$ cat src/rtl/mult_pipe_tail.sv
// Register chain that carries multiplier results from the last multiply stage to writeback.
// Each stage has a valid bit; the chain supports stall and flush, and tracks occupancy and pending writes.
module mult_pipe_tail #(
    parameter int STAGES = 4,
    parameter int DATA_W = 32,
    parameter int ADDR_W = 5,
    localparam int CNT_W = $clog2(STAGES + 1)
) (
    input  logic              clk,
    input  logic              rst_n,
    input  logic              in_valid,
    input  logic              in_regwrite,
    input  logic [ADDR_W-1:0] in_dst,
    input  logic [DATA_W-1:0] in_result,
    input  logic              in_zero,
    input  logic              in_overflow,
    input  logic              stall,
    input  logic              flush,
    output logic              in_ready,
    output logic              out_valid,
    output logic              out_regwrite,
    output logic [ADDR_W-1:0] out_dst,
    output logic [DATA_W-1:0] out_result,
    output logic              out_zero,
    output logic              out_overflow,
    output logic [CNT_W-1:0]  occupancy,
    input  logic [ADDR_W-1:0] qa_reg,
    input  logic [ADDR_W-1:0] qb_reg,
    output logic              qa_hit,
    output logic              qb_hit,
    output logic [CNT_W-1:0]  qa_eta,
    output logic [CNT_W-1:0]  qb_eta
);

    // Handshake: the producer presents in_valid with its data and keeps both stable
    // until in_ready=1; a transfer happens at a rising edge with in_valid & in_ready & ~flush.
    logic accept;

    logic [STAGES-1:0] valid_q, valid_d;
    logic [STAGES-1:0] regwrite_q, regwrite_d;
    logic [STAGES-1:0] zero_q, zero_d;
    logic [STAGES-1:0] overflow_q, overflow_d;
    logic [ADDR_W-1:0] dst_q [STAGES];
    logic [ADDR_W-1:0] dst_d [STAGES];
    logic [DATA_W-1:0] result_q [STAGES];
    logic [DATA_W-1:0] result_d [STAGES];
    logic [CNT_W-1:0]  occupancy_q, occupancy_d;

    assign in_ready = ~stall;
    assign accept   = in_valid & ~stall & ~flush;

    always_comb begin
        valid_d    = valid_q;
        regwrite_d = regwrite_q;
        zero_d     = zero_q;
        overflow_d = overflow_q;
        dst_d      = dst_q;
        result_d   = result_q;
        if (flush) begin
            // Data fields are left stale; only the valid/regwrite bits matter.
            valid_d    = '0;
            regwrite_d = '0;
        end else if (!stall) begin
            for (int i = STAGES - 1; i > 0; i--) begin
                valid_d[i]    = valid_q[i-1];
                regwrite_d[i] = regwrite_q[i-1];
                zero_d[i]     = zero_q[i-1];
                overflow_d[i] = overflow_q[i-1];
                dst_d[i]      = dst_q[i-1];
                result_d[i]   = result_q[i-1];
            end
            valid_d[0]    = accept;
            regwrite_d[0] = accept & in_regwrite;
            zero_d[0]     = in_zero;
            overflow_d[0] = in_overflow;
            dst_d[0]      = in_dst;
            result_d[0]   = in_result;
        end
    end

    always_comb begin
        occupancy_d = '0;
        for (int i = 0; i < STAGES; i++) begin
            occupancy_d = occupancy_d + CNT_W'(valid_d[i]);
        end
    end

    always_ff @(posedge clk) begin
        if (!rst_n) begin
            valid_q     <= '0;
            regwrite_q  <= '0;
            zero_q      <= '0;
            overflow_q  <= '0;
            occupancy_q <= '0;
            for (int i = 0; i < STAGES; i++) begin
                dst_q[i]    <= '0;
                result_q[i] <= '0;
            end
        end else begin
            valid_q     <= valid_d;
            regwrite_q  <= regwrite_d;
            zero_q      <= zero_d;
            overflow_q  <= overflow_d;
            occupancy_q <= occupancy_d;
            dst_q       <= dst_d;
            result_q    <= result_d;
        end
    end

    assign out_valid    = valid_q[STAGES-1];
    assign out_regwrite = valid_q[STAGES-1] & regwrite_q[STAGES-1];
    assign out_dst      = dst_q[STAGES-1];
    assign out_result   = result_q[STAGES-1];
    assign out_zero     = zero_q[STAGES-1];
    assign out_overflow = overflow_q[STAGES-1];
    assign occupancy    = occupancy_q;

    // Scan oldest to youngest so the youngest matching stage sets the eta.
    always_comb begin
        qa_hit = 1'b0;
        qa_eta = '0;
        qb_hit = 1'b0;
        qb_eta = '0;
        for (int i = STAGES - 1; i >= 0; i--) begin
            if (valid_q[i] && regwrite_q[i] && (dst_q[i] == qa_reg) && (qa_reg != '0)) begin
                qa_hit = 1'b1;
                qa_eta = CNT_W'(STAGES - i);
            end
            if (valid_q[i] && regwrite_q[i] && (dst_q[i] == qb_reg) && (qb_reg != '0)) begin
                qb_hit = 1'b1;
                qb_eta = CNT_W'(STAGES - i);
            end
        end
    end

endmodule
$ cat config.mk
export PLATFORM = sky130hd
export DESIGN_NAME = mult_pipe_tail
export DESIGN_NICKNAME = d
export VERILOG_FILES = /design/src/rtl/mult_pipe_tail.sv
export SDC_FILE = /design/constraint.sdc
export NUM_CORES = 1
export LEC_CHECK = 0
export BUFFER_PORTS_ARGS = -buffer_cell sky130_fd_sc_hd__buf_2
export CAP_MARGIN = 0
export CORE_MARGIN = 8
export CORE_UTILIZATION = 25
export CTS_BUF_LIST = sky130_fd_sc_hd__clkbuf_8
export CTS_CLUSTER_DIAMETER = 80
export DETAILED_ROUTE_END_ITERATION = 8
export PLACE_DENSITY_LB_ADDON = 0.08
export SLEW_MARGIN = 30
export SYNTH_ARGS = -nofsm -noshare
export SYNTH_HDL_FRONTEND = slang
export SYNTH_SLANG_ARGS = --single-unit
$ cat constraint.sdc
create_clock -name clk -period 3.1 [get_ports clk]
set_input_delay 0.62 -clock clk [delete_from_list [all_inputs] [get_ports clk]]
set_output_delay 0.62 -clock clk [all_outputs]
set_load 0.05 [all_outputs]
# After elaboration in Yosys (flattened, before gate mapping)
# Cells that the tools add are included.
[word_totals]
regBits = 167
input_bits = 55
wordCells = 73
[op_classes]
add_sub_neg = 3
eq_ne = 8
n_mux = 18
n_bitwise = 7
n_reduce_logical = 24
[op_table]
columns = ["op", "count"]
rows = [
  ["== test 5 bit", 8],
  ["logical AND 1 bit", 20],
  ["two-way mux 3 bit", 6],
  ["two-way mux 1 bit", 10],
  ["nonzero test 5 bit", 2],
  ["two-way mux 4 bit", 2],
  ["bitwise AND 1 bit", 4],
  ["adder 2 x 1 -> 3 bit", 1],
  ["adder 3 x 1 -> 3 bit", 1],
  ["NOT 1 bit", 3],
  ["adder 1 x 1 -> 2 bit", 1],
  ["AND reduction 2 bit", 1],
  ["OR reduction 2 bit", 1],
]

# Depth between registers and ports, before layout
# Gate-level depths: netlist of run 1.
[logic_depth]
word_depth = 8
mapped_depth = 8
mapped_depth_nobuf = 7

# Least setup slack after synthesis of run 1
# OpenSTA, ideal clock, no wires.
[synth_timing]
kind = "input-to-output"
from = "input qa_reg[2]"
to = "output qa_eta[1]"
t_arrival_ps = 2864
required_ps = 2480
slack_ps = -384
path_stages = 5
n_path_buf = 1
path_cell_list = "buf_4 xnor2_1 nand3_1 nor3_1 nor2_1"
[synth_between]
elab_chain_cells = 6
[synth_lines]
columns = ["element", "line_no", "source"]
rows = [
  ["start, declared", "27", "input logic [ADDR_W-1:0] qa_reg,"],
  ["== test 5 bit", "125", "if (valid_q[i] && regwrite_q[i] && (dst_q[i] == qa_reg) && (qa_reg != '0)) begin"],
  ["logical AND 1 bit (2 in series)", "125", ""],
  ["two-way mux 3 bit (2 in series)", "125", ""],
  ["two-way mux 3 bit (*)", "125", ""],
  ["end, declared", "31", "output logic [CNT_W-1:0] qa_eta,"],
]
# Mark *: on every way between the ends. The rest lies on a longest branch, timed or not.

# Final worst setup path of run 1
[layout_timing]
from = "register dst_q[6] in the netlist's numbering"
to = "output qb_eta[1]"
[layout_between]
elab_chain_cells = 6
[layout_lines]
columns = ["element", "line_no", "source"]
rows = [
  ["start, declared", "43", "logic [ADDR_W-1:0] dst_q [STAGES];"],
  ["start signal, assigned", "105", "dst_q <= dst_d;"],
  ["== test 5 bit", "129", "if (valid_q[i] && regwrite_q[i] && (dst_q[i] == qb_reg) && (qb_reg != '0)) begin"],
  ["logical AND 1 bit (2 in series)", "129", ""],
  ["two-way mux 3 bit (3 in series)", "129", ""],
  ["end, declared", "32", "output logic [CNT_W-1:0] qb_eta"],
]
# No other way between the ends.

==> results of run 1 <==
## power by group
group | internal, W | total, W | switching (W)
clock network | 0.000679 | 0.00157 | 0.000889
registers | 0.00218 | 0.00220 | 0.0000229
logic | 0.0000899 | 0.000268 | 0.000178
total | 0.00295 | 0.00404 | 0.00109
## Yosys cell counts, types with 3 or more instances
library cell	count	area [um^2]
nor3_1	3	15.0
and2_1	4	25.0
inv_1	6	22.5
dfxtp_1	167	3340
mux2i_1	7	70.1
xnor2_1	34	298
nand4_1	7	43.8
a21oi_1	158	791
nand2_1	317	1190
buf_4	44	330
nor2_1	15	56.3
nand3_1	3	15.0
buf_2	20	100
buf_1	4	15.0
xor2_1	4	35.0
or2_2	3	18.8
clkbuf_1	29	109
## state kept, by name, summed over array words and instances (netlist names)
| signal | flops |
|---|---|
| result_q | 96 |
| out_result | 32 |
| dst_q | 15 |
| out_dst | 5 |
| overflow_q | 4 |
| regwrite_q | 4 |
| valid_q | 4 |
| zero_q | 4 |
| occupancy | 3 |
## routing by layer
layer | global-route usage [%] | up-vias | wire, um
li1 | - | 2759 | -
met1 | 14.2 | 2418 | 8870
met2 | 17.0 | 84 | 7450
met3 | 3.41 | 9 | 772
met4 | 2.90 | 0 | 138
met5 | 0 | - | 0
## worst paths after layout
path                 startpoint       endpoint  slack, ps  cells after the start
setup reg to reg     valid_q[0]   occupancy[1]        980                      7
hold / removal    in_result[23]  result_q[119]        390                      3
hold reg to reg    result_q[99]   result_q[67]        450                      2
setup / recovery       dst_q[6]      qb_eta[1]        330                      6
## placed cells by master (no fill, tap or decap), drive strengths merged
| cell type | instances |
|---|---|
| nand2 | 317 |
| dfxtp | 167 |
| a21oi | 159 |
| buf | 114 |
| xnor2 | 34 |
| clkbuf | 18 |
| nor2 | 17 |
| inv | 15 |
| mux2i | 7 |
| nand4 | 7 |
| and2 | 4 |
| xor2 | 4 |
| or2 | 4 |
| nand3 | 3 |
| clkinv | 3 |
| or4 | 3 |
| nor3 | 3 |
| nor4 | 3 |
| ha | 2 |
| clkinvlp | 2 |
| nand2b | 2 |
| a31oi | 1 |
| nor4b | 1 |
| and2b | 1 |
| a221o | 1 |
| o221ai | 1 |
| and3 | 1 |
| fa | 1 |
| bufinv | 1 |
## cells by family after synthesis
kind of cell | synth area share [%]
compound gates | 12.3
xor+xnor | 4.96
fa+ha+maj | 0.671
buf+inv | 8.99
flops | 49.8
mux | 1.04
simple gates | 22.2
## cell type report
type                    instances  area [um^2]
clock buffers                  18          248
well taps                     341          427
fillers                      2986        19000
inverters                       7         28.8
clock inverters                14          139
repair buffers                114          651
flip-flops and latches        167         3340
multi-input cells             576         2780
## through the flow
step	setup slack, ps	cell area, um^2	util, %	hold slack (ps)
floorplan	209	6720	-	432
global placement	395	7230	27.1	440
detailed placement	396	7230	27.1	442
CTS	239	7620	28.6	351
global route	147	7620	28.6	344
finish	329	7620	28.6	388
## worst register-to-register path, delay by kind of cell, from the launching register on
family        cells  cell delay [ps]
flops             1              450
simple gates      2              460
buf+inv           1               40
mux               1              110
fa+ha+maj         3              960
==> impl_metrics.env, run 1 <==
export IMPL_path_delay_family="simple AND/OR/NAND/NOR gates"
export IMPL_slowest_stage="dfxtp_1"
export IMPL_cp_end_kind="output port"
export IMPL_cts_buffer_depth=2
export IMPL_fin_skew_ps=10.4
export IMPL_power_per_cell_area_mw_per_mm2=530
export IMPL_crit_required_ps=2480
export IMPL_grt_pass1_vias=5381
export IMPL_seq_area_frac_synth_pct=49.8
export IMPL_initial_utilization_pct=25.2
export IMPL_drc=0
export IMPL_place_congestion=0.743
export IMPL_cts_buffers=17
export IMPL_antennaDiodeCount=0
export IMPL_arrival_ps=2150
export IMPL_drt_wl_total_um=17200
export IMPL_hold_class="input port to register"
export IMPL_syn_area_mm2=0.00671
export IMPL_avgViaCountPerCell=4.26
export IMPL_die_y_um=180
export IMPL_syn_area_per_cell_um2=7.90
export IMPL_die_w_um=180
export IMPL_cts_hold_buffers_added=0
export IMPL_first_iter_violations=340
export IMPL_synth_main_ff_cell="dfxtp_1"
export IMPL_drv_slew=0
export IMPL_htreeDepth=4
export IMPL_crit_fanout=4
export IMPL_status="finished clean"
export IMPL_first_pass_iters=5
export IMPL_grt_max_degree=157
export IMPL_ir_drop_mv=0.219
export IMPL_achievable_frequency_mhz=361
export IMPL_leakagePower_nw=2.76
export IMPL_post_cts_buffers=0
export IMPL_clock_latency_ps=450
export IMPL_cts_root_buf="clkbuf_8"
export IMPL_row_count=60
export IMPL_synth_cell_type_count=36
export IMPL_min_period_ps=2770
export IMPL_crit_chain="xnor2_1, nand4_1, or4_1, and2b_1, nor2_1, buf_2"
export IMPL_core_mm2=0.0267
export IMPL_wl_per_cell_um=13.9
export IMPL_ys_async_sr_fraction_pct=0
export IMPL_cts_resized=0
export IMPL_fin_tns_setup_ps=0
export IMPL_place_hpwl_um=10600
export IMPL_area_growth_pct=13.6
export IMPL_total_power_w=0.00404
export IMPL_setup_viol=0
export IMPL_path_class="register to output port"
export IMPL_netlist_instances=849
export IMPL_critPathLaunchType="register"
export IMPL_grt_pass1_wl_um=28900
export IMPL_cts_tree="done"
export IMPL_dieArea_mm2=0.0323
export IMPL_path_clk_slew_ps=100
export IMPL_rsz0062_at_grt="false"
export IMPL_fin_cells=1237
export IMPL_worst_slew_pin_slew_ps=803
export IMPL_numPortBuffers=107
export IMPL_final_nets=941
export IMPL_track_usage_pct=10.8
export IMPL_drive_gt1_share_pct=17.9
export IMPL_fin_crit_sh_pct=89.4
export IMPL_antenna_found_initial=0
export IMPL_slowest_delay_ps=470
export IMPL_max_slew_margin_rel_pct=46.5
export IMPL_synth_edf_count=0
export IMPL_overflow=0
export IMPL_synth_seq_cells=167
export IMPL_io_pins=108
export IMPL_cts_sinks=167
export IMPL_ys_warn_count=0
export IMPL_path_buf_inv=1
export IMPL_drv_cap=0
export IMPL_finalHoldViolCount=0
export IMPL_ant_nets=0
export IMPL_syn_nets=907
export IMPL_numPlacedInstances=1205
export IMPL_vias=5270
(Power assumes the default switching activity.)
==> run 2, diff against run 1 <==
--- a/config.mk
+++ b/config.mk
@@ -13,6 +13,7 @@
 export CTS_CLUSTER_DIAMETER = 80
 export DETAILED_ROUTE_END_ITERATION = 8
 export PLACE_DENSITY_LB_ADDON = 0.08
+export RECOVER_POWER = 100
 export SLEW_MARGIN = 30
 export SYNTH_ARGS = -nofsm -noshare
 export SYNTH_HDL_FRONTEND = slang
==> impl_metrics.env, run 2 (synthesis results as in run 1) <==
export IMPL_io_pins=108
export IMPL_grt_pass1_wl_um=28900
export IMPL_track_usage_pct=10.8
export IMPL_overflow=0
export IMPL_htreeDepth=4
export IMPL_max_slew_margin_rel_pct=-21.5
export IMPL_cts_hold_buffers_added=0
export IMPL_fin_tns_setup_ps=0
export IMPL_path_class="register to output port"
export IMPL_violations="capacitance limit, slew limit"
export IMPL_place_congestion=0.743
export IMPL_place_hpwl_um=10600
export IMPL_post_cts_buffers=0
export IMPL_fin_cells=1237
export IMPL_grt_pass1_vias=5381
export IMPL_finalHoldViolCount=0
export IMPL_drv_slew=239
export IMPL_fin_crit_sh_pct=90.3
export IMPL_ant_nets=0
export IMPL_n_fill_cell=3009
export IMPL_cts_buffer_depth=2
export IMPL_largest_reg_flops=96
export IMPL_antennaDiodeCount=0
export IMPL_drc=0
export IMPL_cts_tree="done"
export IMPL_numPortBuffers=107
export IMPL_first_iter_violations=335
export IMPL_cts_sinks=167
export IMPL_min_period_ps=2800
export IMPL_antenna_found_initial=0
export IMPL_r2r_setup_slack_ps=970
export IMPL_top_register="result_q"
export IMPL_rsz0062_at_grt="false"
export IMPL_layout_commonest_cell="nand2_1"
export IMPL_detailedPlace_worstSlack_ps=396
export IMPL_area_growth_pct=12.2
export IMPL_ir_drop_mv=0.219
export IMPL_critPathLaunchType="register"
export IMPL_wl_per_cell_um=14.0
export IMPL_status="finished, violations left"
export IMPL_drt_wl_total_um=17300
export IMPL_initial_utilization_pct=25.2
export IMPL_core_mm2=0.0267
export IMPL_grt_max_degree=157
export IMPL_first_pass_iters=4
export IMPL_drv_cap=2
export IMPL_cp_end_kind="output port"
export IMPL_crit_fanout=4
export IMPL_fin_ws_ps=301
export IMPL_setup_viol=0
export IMPL_final_cell_mix="nand2_1, dfxtp_1, a21oi_1, buf_2, clkbuf_1"
export IMPL_drive_gt1_share_pct=12.3
export IMPL_worst_slew_pin_slew_ps=1820
export IMPL_die_y_um=180
export IMPL_avgViaCountPerCell=4.26
export IMPL_arrival_ps=2180
export IMPL_dieArea_mm2=0.0323
export IMPL_numPlacedInstances=1205
export IMPL_leakagePower_nw=2.52
export IMPL_path_clk_slew_ps=100
export IMPL_final_nets=941
export IMPL_cts_resized=0
export IMPL_vias=5271
export IMPL_cts_root_buf="clkbuf_8"
export IMPL_fin_skew_ps=10.0
export IMPL_cts_buffers=17
export IMPL_clock_latency_ps=450
export IMPL_row_count=60
export IMPL_crit_required_ps=2480
export IMPL_power_per_cell_area_mw_per_mm2=536
export IMPL_die_w_um=180
export IMPL_achievable_frequency_mhz=357
export IMPL_hold_class="input port to register"
[run 2: cell count changes in the layout (fill, tap and decap cells not counted), sizes merged]
cell,previous run,this run
buf,114,58
clkbuf,18,74
[run 2: layer usage]
layer / vias to the layer above / GRT usage, % / part of all wire (%)
li1: 2757 / - / -
met4: 0 / 2.90 / 0.81
met2: 78 / 17.0 / 43
met5: - / 0 / 0
met3: 9 / 3.41 / 4.4
met1: 2427 / 14.2 / 52
[run 2: critical path, cell delays in order, from the launching register on]
cell and delay (ps):
dfxtp_1 470, xnor2_1 150, nand4_1 110, or4_1 430
and2b_1 190, nor2_1 90, clkbuf_2 290
[run 2: path summary, 6_finish.rpt]
kind                 start             to  cells after the start
max               dst_q[6]      qb_eta[1]                      6
max reg2reg     valid_q[0]   occupancy[1]                      7
min reg2reg   result_q[99]   result_q[67]                      2
min          in_result[23]  result_q[119]                      3
[run 2: area by class of cell]
class | count | area, um^2 | area share [%]
clock inverter | 14 | 139 | 1.84
tap | 341 | 427 | 5.67
clock buffer | 18 | 248 | 3.29
multi-input combinational | 576 | 2780 | 37.0
timing repair buffer | 114 | 561 | 7.45
sequential | 167 | 3340 | 44.4
inverter | 7 | 28.8 | 0.382
[run 2: power by group]
| group | internal, W | switching, W |
|---|---|---|
| registers | 0.00218 | 0.0000229 |
| logic | 0.0000864 | 0.000177 |
| clock network | 0.000679 | 0.000889 |
[run 2: stage by stage]
step	utilization, %	area, um^2	hold slack, ps	power [W]
after global routing	28.2	7530	344	0.00425
after detailed placement	27.1	7230	442	0.00253
after global placement	27.1	7230	440	0.00254
after CTS	28.6	7620	351	0.00414
final	28.2	7530	389	0.00403
after floorplan	-	6720	432	0.00244
